<file path="src/rtl/lcd_timing_ctrl.sv">
// Full-frame RGB LCD timing generator: h/v counters, HSYNC/VSYNC/DE, pixel request and coordinates.
// Optional LCD_PIX_PREFETCH_EN: pixel request/coordinates lead the panel syncs and DE by one lcd_clk.
module lcd_timing_ctrl #(
   parameter logic [10:0] H_SYNC  = 11'd1,
   parameter logic [10:0] H_BACK  = 11'd46,
   parameter logic [10:0] H_VALID = 11'd800,
   parameter logic [10:0] H_FRONT = 11'd210,
   parameter logic [10:0] V_SYNC  = 11'd1,
   parameter logic [10:0] V_BACK  = 11'd23,
   parameter logic [10:0] V_VALID = 11'd480,
   parameter logic [10:0] V_FRONT = 11'd22,
   parameter logic        HS_POL  = 1'b1,
   parameter logic        VS_POL  = 1'b1
) (
   input  logic        lcd_clk,
   input  logic        sys_rst_n,
   input  logic        disp_en,
   output logic        lcd_hs,
   output logic        lcd_vs,
   output logic        lcd_de,
   output logic        pix_req,
   output logic [10:0] pix_x,
   output logic [10:0] pix_y,
   output logic        frame_start,
   output logic        ctrl_busy
);

   // state    | meaning
   // ST_IDLE  | counters held at (0,0), outputs idle
   // ST_RUN   | counters free-running, display on
   // ST_DRAIN | display off requested; finish current frame, then idle
   typedef enum logic [1:0] {ST_IDLE, ST_RUN, ST_DRAIN} state_t;

   localparam int H_TOTAL = int'(H_SYNC) + int'(H_BACK) + int'(H_VALID) + int'(H_FRONT);
   localparam int V_TOTAL = int'(V_SYNC) + int'(V_BACK) + int'(V_VALID) + int'(V_FRONT);

   generate
      if (H_TOTAL > 2047 || V_TOTAL > 2047) begin : g_bad_total
         $error("lcd_timing_ctrl: H_TOTAL/V_TOTAL must not exceed 2047");
      end
   endgenerate

   localparam logic [10:0] H_HS_END = H_FRONT + H_SYNC;
   localparam logic [10:0] H_ACT    = H_FRONT + H_SYNC + H_BACK;
   localparam logic [10:0] H_LAST   = 11'(H_TOTAL - 1);
   localparam logic [10:0] V_VS_END = V_FRONT + V_SYNC;
   localparam logic [10:0] V_ACT    = V_FRONT + V_SYNC + V_BACK;
   localparam logic [10:0] V_LAST   = 11'(V_TOTAL - 1);

   state_t      state, state_nxt;
   logic [10:0] h_cnt, v_cnt;
   logic        running, h_last, frame_end;
   logic        hs_c, vs_c, de_c, fs_c;
   logic [10:0] x_c, y_c;
   logic        hs_q, vs_q, de_q, fs_q;

   assign running   = (state != ST_IDLE);
   assign h_last    = (h_cnt == H_LAST);
   assign frame_end = h_last && (v_cnt == V_LAST);
   assign ctrl_busy = running;

   always_ff @(posedge lcd_clk or negedge sys_rst_n) begin
      if (!sys_rst_n) state <= ST_IDLE;
      else            state <= state_nxt;
   end

   always_comb begin
      state_nxt = state;
      case (state)
         ST_IDLE:  if (disp_en) state_nxt = ST_RUN;
         ST_RUN:   if (!disp_en) state_nxt = ST_DRAIN;
         ST_DRAIN: begin
            if (disp_en)        state_nxt = ST_RUN;
            else if (frame_end) state_nxt = ST_IDLE;
         end
         default:  state_nxt = ST_IDLE;
      endcase
   end

   // The wrap at frame_end already returns the counters to (0,0) when DRAIN hands back to IDLE.
   always_ff @(posedge lcd_clk or negedge sys_rst_n) begin
      if (!sys_rst_n) begin
         h_cnt <= '0;
         v_cnt <= '0;
      end else if (!running) begin
         h_cnt <= '0;
         v_cnt <= '0;
      end else if (h_last) begin
         h_cnt <= '0;
         v_cnt <= (v_cnt == V_LAST) ? 11'd0 : v_cnt + 11'd1;
      end else begin
         h_cnt <= h_cnt + 11'd1;
      end
   end

   always_comb begin
      hs_c = running && (h_cnt >= H_FRONT) && (h_cnt < H_HS_END);
      vs_c = running && (v_cnt >= V_FRONT) && (v_cnt < V_VS_END);
      de_c = running && (h_cnt >= H_ACT) && (v_cnt >= V_ACT);
      fs_c = running && (h_cnt == 11'd0) && (v_cnt == 11'd0);
      x_c  = de_c ? (h_cnt - H_ACT) : 11'd0;
      y_c  = de_c ? (v_cnt - V_ACT) : 11'd0;
   end

   always_ff @(posedge lcd_clk or negedge sys_rst_n) begin
      if (!sys_rst_n) begin
         hs_q    <= ~HS_POL;
         vs_q    <= ~VS_POL;
         de_q    <= 1'b0;
         fs_q    <= 1'b0;
         pix_req <= 1'b0;
         pix_x   <= '0;
         pix_y   <= '0;
      end else begin
         hs_q    <= hs_c ? HS_POL : ~HS_POL;
         vs_q    <= vs_c ? VS_POL : ~VS_POL;
         de_q    <= de_c;
         fs_q    <= fs_c;
         pix_req <= de_c;
         pix_x   <= x_c;
         pix_y   <= y_c;
      end
   end

`ifdef LCD_PIX_PREFETCH_EN
   // Panel-side signals wait one more cycle so the renderer's RAM read lands with lcd_de.
   always_ff @(posedge lcd_clk or negedge sys_rst_n) begin
      if (!sys_rst_n) begin
         lcd_hs      <= ~HS_POL;
         lcd_vs      <= ~VS_POL;
         lcd_de      <= 1'b0;
         frame_start <= 1'b0;
      end else begin
         lcd_hs      <= hs_q;
         lcd_vs      <= vs_q;
         lcd_de      <= de_q;
         frame_start <= fs_q;
      end
   end
`else
   assign lcd_hs      = hs_q;
   assign lcd_vs      = vs_q;
   assign lcd_de      = de_q;
   assign frame_start = fs_q;
`endif

endmodule
</file>
<file path="config.mk">
export PLATFORM = sky130hd
export DESIGN_NAME = lcd_timing_ctrl
export DESIGN_NICKNAME = d
export VERILOG_FILES = /design/src/rtl/lcd_timing_ctrl.sv
export SDC_FILE = /design/constraint.sdc
export NUM_CORES = 1
export LEC_CHECK = 0
export BUFFER_PORTS_ARGS = -buffer_cell sky130_fd_sc_hd__buf_2
export CAP_MARGIN = 20
export CORE_UTILIZATION = 52
export CTS_BUF_LIST = sky130_fd_sc_hd__clkbuf_2
export CTS_CLUSTER_DIAMETER = 200
export CTS_CLUSTER_SIZE = 10
export DETAILED_ROUTE_END_ITERATION = 7
export PLACE_DENSITY = 0.72
export SLEW_MARGIN = 30
export SYNTH_ARGS = -nofsm -noshare
export SYNTH_HDL_FRONTEND = slang
export SYNTH_SLANG_ARGS = --single-unit
export TNS_END_PERCENT = 30
</file>
<file path="constraint.sdc">
create_clock -name lcd_clk -period 2 [get_ports lcd_clk]
set_input_delay 0.4 -clock lcd_clk [delete_from_list [all_inputs] [get_ports lcd_clk]]
set_output_delay 0.4 -clock lcd_clk [all_outputs]
set_load 0.05 [all_outputs]
</file>
==> out/metrics.cfg, run 1 <==
[status]
status = completed

[worst_setup_path]
cpLargestDelayFamily = flip-flops
path_cells = nor2_4 -> inv_1 -> buf_2
worstPathArrival_ns = 1.47
reg2reg_slack_ns = 0.14
cp-end-kind = output pin
path_buf_inv = 2
critical_path_class = reg2out
required_ns = 1.60
slowest_stage = dfrtp_1
critPathMaxStageDelay_ns = 0.48
startpoint_type = register
crit_fanout = 8

[timing]
hold_viol = 0
final.period_utilization = 0.933
drv_slew = 0
worst_slew_pin_slew_ns = 0.459
timing.fmax_mhz = 536
setup_viol = 0
fin_worst_skew_ns = 0.00959
slew_headroom = 0.694
rsz0062_at_grt = true
fin_crit_ns = 1.87

[run]
maxCapViolCount = 0

[detailed_routing]
viasPerCell = 5.46
firstDrtPassIters = 4
vias = 2049
ant_nets = 0
route.detailed.drc = 0
wl_per_cell_um = 14.9
drtIter0Drc = 139
drt_wl_total_um = 5580

[worst_hold_path]
min_path_type = in2reg

[synthesis]
ys_ff_latch = 50
avgSynthCellArea_um2 = 9.71
synth_area_um2 = 2560
ys_seq_area_frac = 0.488
synth_edf_count = 0
ys.flop_type = dfrtp_1
netlist_instances = 264
synth_nets = 277
yosysWarnings = 0
synthArstFlopShare = 1.00
synth_cell_types = 46

[floorplanning]
die_w_um = 72.2
start_util = 0.543
coreArea_um2 = 4720
die_area_um2 = 5220
placementRows = 25
die_y_um = 72.2
boundaryPins = 31

[grt]
grt_pass1_vias = 1996
antenna_found_initial = 0
track_usage = 0.242
grt_pass1_wl_um = 9590
grt_max_degree = 32
overflow = 0

[placement]
io_buffer_count = 30
hpwlAfterDp_um = 4040
gpl.final_weighted_congestion = 0.884

[finish]
drive_gt1_frac = 0.227
diodes = 0
fillers = 408
layout.nets = 321
utilization = 0.634
synthToLayoutAreaGrowth_pct = 16.7

[clock_network]
postCtsSetupRepairBufs = 0
cts_sinks = 50
tritoncts = done
clkTransAtPathRegs_ns = 0.23
htreeDepth = 2
clock_path_buffers = 2
cts_root_buf = clkbuf_2
cts-buffers-inserted = 5
clock_latency_ns = 0.40

[pwr]
ir_drop_v = 0.000443
total_power_uw = 2440
powerDensity_nw_per_um2 = 814
leakage_uw = 0.00151

metal layers:
layer / global-route usage / share of wire / vias up
met1: 0.292 / 0.42 / 1009
li1: - / - / 993
met5: 0 / 0 / -
met2: 0.432 / 0.53 / 41
met3: 0.0403 / 0.028 / 6
met4: 0.0937 / 0.013 / 0
final timing paths:
check,from,cells after the start,end
worst max-delay path,state[1],3,ctrl_busy
worst min-delay path,disp_en,3,state[1]
worst max register to register,v_cnt[7],4,v_cnt[8]
worst min register to register,v_cnt[1],1,pix_y[1]
max in group asynchronous,sys_rst_n,3,v_cnt[1]
min in group asynchronous,sys_rst_n,2,pix_x[3]
worst min-delay path, delay by kind of cell:
family                 cells  cell delay, ns
AOI/OAI and AO/OA          2            0.10
buffers and inverters      1            0.09
layout make-up:
cell class              count  area, um2  area share
well taps                  67       83.8      0.0280
clock inverters             2       33.8      0.0113
multi-input cells         183       1180       0.395
repair buffers             55        365       0.122
flip-flops and latches     50       1250       0.418
inverters                  13       48.8      0.0163
clock buffers               5       25.0     0.00836
cells in the final DEF (no fill, tap or decap), types with 5 or more instances in the layout:
cell type   n
dfrtp_1    49
nor2_1     40
buf_4      22
clkbuf_2    5
nand3_1    13
inv_1      13
nor3_1      8
nand4_1    11
xor2_1      8
xnor2_1    13
buf_2      30
ha_1       10
a22o_1      5
o21ai_0     8
a21oi_1     6
nand2_1    19
per-stage QoR:
step	hold WS (ns)	TNS, ns	cells	setup slack [ns]	instance area, um2
final	0.200	0	375	0.134	2990
after detailed placement	0.378	0	367	0.115	2920
after floorplan	0.104	0	264	0.108	2560
after CTS	0.186	0	375	0.0738	2990
after global routing	0.155	-0.00342	375	-0.00342	2990
after global placement	0.384	0	367	0.147	2920
cells by family after synthesis:
family                   count (synthesis)  synth area share
AO/OA/AOI/OAI                           38             0.116
buffers and inverters                   31            0.0532
adder cells (fa/ha/maj)                 10            0.0488
XOR/XNOR                                21            0.0717
multiplexers                             1           0.00390
flip-flops                              50             0.488
AND/OR/NAND/NOR                        113             0.219
cells in the mapped netlist, types with 2 or more instances:
cell type | instances | area share
a211oi_1 | 2 | 0.0059
clkbuf_1 | 8 | 0.012
and2_1 | 2 | 0.0049
and4_1 | 3 | 0.010
o21ai_0 | 8 | 0.016
nand2_1 | 19 | 0.028
nor3_1 | 8 | 0.016
xor2_1 | 8 | 0.027
or4_1 | 2 | 0.0059
xnor2_1 | 13 | 0.044
inv_1 | 13 | 0.019
nand3_1 | 13 | 0.025
o311ai_0 | 2 | 0.0068
dfrtp_1 | 50 | 0.49
buf_2 | 7 | 0.014
ha_1 | 10 | 0.049
and3_1 | 2 | 0.0049
a22o_1 | 5 | 0.017
nand4_1 | 11 | 0.027
nor2_1 | 41 | 0.060
a21o_1 | 2 | 0.0059
or3_1 | 4 | 0.0098
nor4_1 | 2 | 0.0049
a21oi_1 | 6 | 0.012
a31oi_1 | 2 | 0.0049
registers in the layout (all words and copies together) (netlist names):
signal	count
h_cnt	11
pix_x	11
pix_y	11
v_cnt	11
state	2
frame_start	1
lcd_de	1
lcd_hs	1
lcd_vs	1
power breakdown:
| group | internal [uW] | switching [uW] | total, uW | leakage (uW) |
|---|---|---|---|---|
| Sequential | 1080 | 95.6 | 1170 | 0.000684 |
| Combinational | 305 | 453 | 758 | 0.000790 |
| Clock | 201 | 305 | 506 | 0.0000365 |
| Total | 1580 | 854 | 2440 | 0.00151 |
what timing repair did:
action / in CTS / in global routing
resized for setup: 2 / 1
setup endpoints to repair: 1 / 3
gates cloned: 0 / 0
hold buffers: 1 / 0
pin swaps: 0 / 1
endpoints found under the hold margin: 19 / 0
No activity file was read; power rests on OpenSTA's default activity.
==> run 2, diff against run 1 <==
--- a/config.mk
+++ b/config.mk
@@ -6,13 +6,13 @@
 export NUM_CORES = 1
 export LEC_CHECK = 0
 export BUFFER_PORTS_ARGS = -buffer_cell sky130_fd_sc_hd__buf_2
-export CAP_MARGIN = 20
+export CAP_MARGIN = 40
 export CORE_UTILIZATION = 52
 export CTS_BUF_LIST = sky130_fd_sc_hd__clkbuf_2
 export CTS_CLUSTER_DIAMETER = 200
 export CTS_CLUSTER_SIZE = 10
 export DETAILED_ROUTE_END_ITERATION = 7
-export PLACE_DENSITY = 0.72
+export PLACE_DENSITY = 0.7
 export SLEW_MARGIN = 30
 export SYNTH_ARGS = -nofsm -noshare
 export SYNTH_HDL_FRONTEND = slang
==> constraint.sdc (replaced) <==
create_clock -name lcd_clk -period 1.8 [get_ports lcd_clk]
set_input_delay 0.36 -clock lcd_clk [delete_from_list [all_inputs] [get_ports lcd_clk]]
set_output_delay 0.36 -clock lcd_clk [all_outputs]
set_load 0.05 [all_outputs]
==> run 2 against run 1 <==
- the run now ends with DRC, setup timing left
- worst setup slack lost 0.15 ns
- sequential power grew 9%
- critical endpoint is now frame_start
- clock-buffer cell count is the same
- largest cell class unchanged
- core utilization grew 3.9 points
- wire length shrank 6.1%
- worst hold slack lost 0.067 ns
- first-iteration DRC count shrank 8.6%
- critical path type is now reg2reg
- clock power grew 13%
==> out/metrics.cfg, run 2 (synthesized netlist as in run 1, its figures left out) <==
[status]
status = complete, but fails checks  ; was completed
violations = DRC, setup timing

[timing]
rsz0062_at_grt = true  ; unchanged
hold_viol = 0  ; unchanged
fin_crit_ns = 1.82
fin_hold_ws_ns = 0.133  ; was 0.200 ns
worst_slack_ns = -0.0198  ; was 0.134 ns
setup_viol = 2  ; was 0
timing.fmax_mhz = 550
final.period_utilization = 1.01
worst_slew_pin_slew_ns = 0.484  ; was 0.459 ns
slew_headroom = 0.677  ; was 0.694
drv_slew = 0  ; unchanged
fin_worst_skew_ns = 0.0283  ; was 0.00959 ns

[clock_network]
cts-buffers-inserted = 5  ; unchanged
cts_root_buf = clkbuf_2  ; unchanged
clkTransAtPathRegs_ns = 0.24  ; was 0.23 ns
clock_latency_ns = 0.42  ; was 0.40 ns
cts_sinks = 50  ; unchanged
htreeDepth = 2  ; unchanged
tritoncts = done  ; unchanged
clock_path_buffers = 2  ; unchanged

[finish]
final_common_cell = dfrtp_1  ; unchanged
drive_gt1_frac = 0.300  ; was 0.227
diodes = 0  ; unchanged
synthToLayoutAreaGrowth_pct = 24.0  ; was 16.7%
utilization = 0.673  ; was 0.634
layout.nets = 342  ; was 321
layout_common_cells = dfrtp_1 (48), buf_4 (43), nor2_1 (39), buf_2 (29), nand2_1 (19)  ; was dfrtp_1 (49), nor2_1 (40), buf_2 (30), buf_4 (22), nand2_1 (19)

[placement]
hpwlAfterDp_um = 3790  ; was 4040 um
gpl.final_weighted_congestion = 0.942  ; was 0.884
dp_slack_ns = -0.0235  ; was 0.115 ns
io_buffer_count = 30  ; unchanged

[run]
maxCapViolCount = 0  ; unchanged

[grt]
grt_pass1_wl_um = 8340  ; was 9590 um
grt_pass1_vias = 1764  ; was 1996
grt_max_degree = 31  ; was 32
track_usage = 0.207  ; was 0.242
overflow = 0  ; unchanged
antenna_found_initial = 0  ; unchanged

[worst_setup_path]
required_ns = 2.17  ; was 1.60 ns
crit_top_cell = or3_4
cp-end-kind = register  ; was output pin
r2r_start = v_cnt[7]  ; unchanged
critPathMaxStageDelay_ns = 0.44  ; was 0.48 ns
reg2reg_depth = 4  ; unchanged
worstReg2RegEnd = frame_start  ; was v_cnt[8]
worstPathArrival_ns = 2.19  ; was 1.47 ns
reg2reg_slack_ns = -0.02  ; was 0.14 ns
crit_fanout = 3  ; was 8
critical_path_class = reg2reg  ; was reg2out
path_cells = or3_4 -> or3_4 -> or4_4 -> nor3_2  ; was nor2_4 -> inv_1 -> buf_2
startpoint_type = register  ; unchanged
slowest_stage = dfrtp_1  ; unchanged

[floorplanning]
placementRows = 25  ; unchanged
die_y_um = 72.2  ; unchanged
start_util = 0.543  ; unchanged
coreArea_um2 = 4720  ; unchanged
die_area_um2 = 5220  ; unchanged
boundaryPins = 31  ; unchanged
die_w_um = 72.2  ; unchanged

[detailed_routing]
ant_nets = 0  ; unchanged
viasPerCell = 5.33  ; was 5.46
firstDrtPassIters = 6  ; was 4
drt_wl_total_um = 5250  ; was 5580 um
wl_per_cell_um = 13.2  ; was 14.9 um
route.detailed.drc = 2  ; was 0
vias = 2115  ; was 2049
drtIter0Drc = 127  ; was 139

[pwr]
powerDensity_nw_per_um2 = 895  ; was 814 nW/um2
ir_drop_v = 0.000530  ; was 0.000443 V
total_power_uw = 2850  ; was 2440 uW
leakage_uw = 0.00162  ; was 0.00151 uW

[worst_hold_path]
hold-path-endpoint = state[1]  ; unchanged
worstHoldStart = disp_en  ; unchanged
hold_path_depth = 3  ; unchanged
min_path_type = in2reg  ; unchanged

==> run 2: critical path: cells and delay by family (launching register included) <==
family,cells,cell delay (ns)
DFF,1,0.44
and+or+nand+nor,4,1.32
==> run 2: layout make-up <==
cell class                 instances  area [um2]
sequential                        50        1250
fill                             380        1540
tap                               67        83.8
inverter                          13        48.8
multi-input combinational        183        1200
clock buffer                       5        25.0
clock inverter                     3        40.0
timing repair buffer              76         529
==> run 2: how the worst max path moves through the flow <==
| stage | start | to | slack (ns) | cells past startpoint |
|---|---|---|---|---|
| final | v_cnt[7] | frame_start | -0.02 | 4 |
| after global placement | v_cnt[6] | v_cnt[8] | 0.01 | 4 |
| after global routing | v_cnt[7] | v_cnt[4] | -0.06 | 5 |
| after CTS | v_cnt[6] | v_cnt[8] | -0.03 | 4 |
| after floorplan | h_cnt[0] | v_cnt[8] | -0.03 | 6 |
| after detailed placement | v_cnt[1] | v_cnt[8] | -0.02 | 6 |
==> run 2: per-stage QoR <==
| step | cells | TNS, ns | instance area [um2] |
|---|---|---|---|
| 3_3_place_gp | 380 | 0 | 3020 |
| 5_1_grt | 397 | -1.05 | 3180 |
| 4_1_cts | 392 | -0.0420 | 3120 |
| 3_5_place_dp | 380 | -0.0309 | 3020 |
| 2_1_floorplan | 264 | -0.324 | 2580 |
| 6_report | 397 | -0.0248 | 3180 |
==> run 2: routing by layer <==
| metal | wire length [um] | global-route usage |
|---|---|---|
| met1 | 2480 | 0.296 |
| met2 | 2430 | 0.329 |
| met3 | 281 | 0.0375 |
| met4 | 57 | 0.0458 |
| met5 | 0 | 0 |
==> run 2: timing repair <==
action | CTS | global route
resized for setup | 2 | 8
setup buffers | 3 | 5
endpoints found under the setup margin | 4 | 29
pin swaps | 2 | 3
hold endpoints to repair | 20 | 0
hold buffers | 1 | 0
==> run 2: where the power goes <==
part / switching (uW) / internal (uW)
Clock: 343 / 230
Sequential: 80.0 / 1200
Combinational: 556 / 439
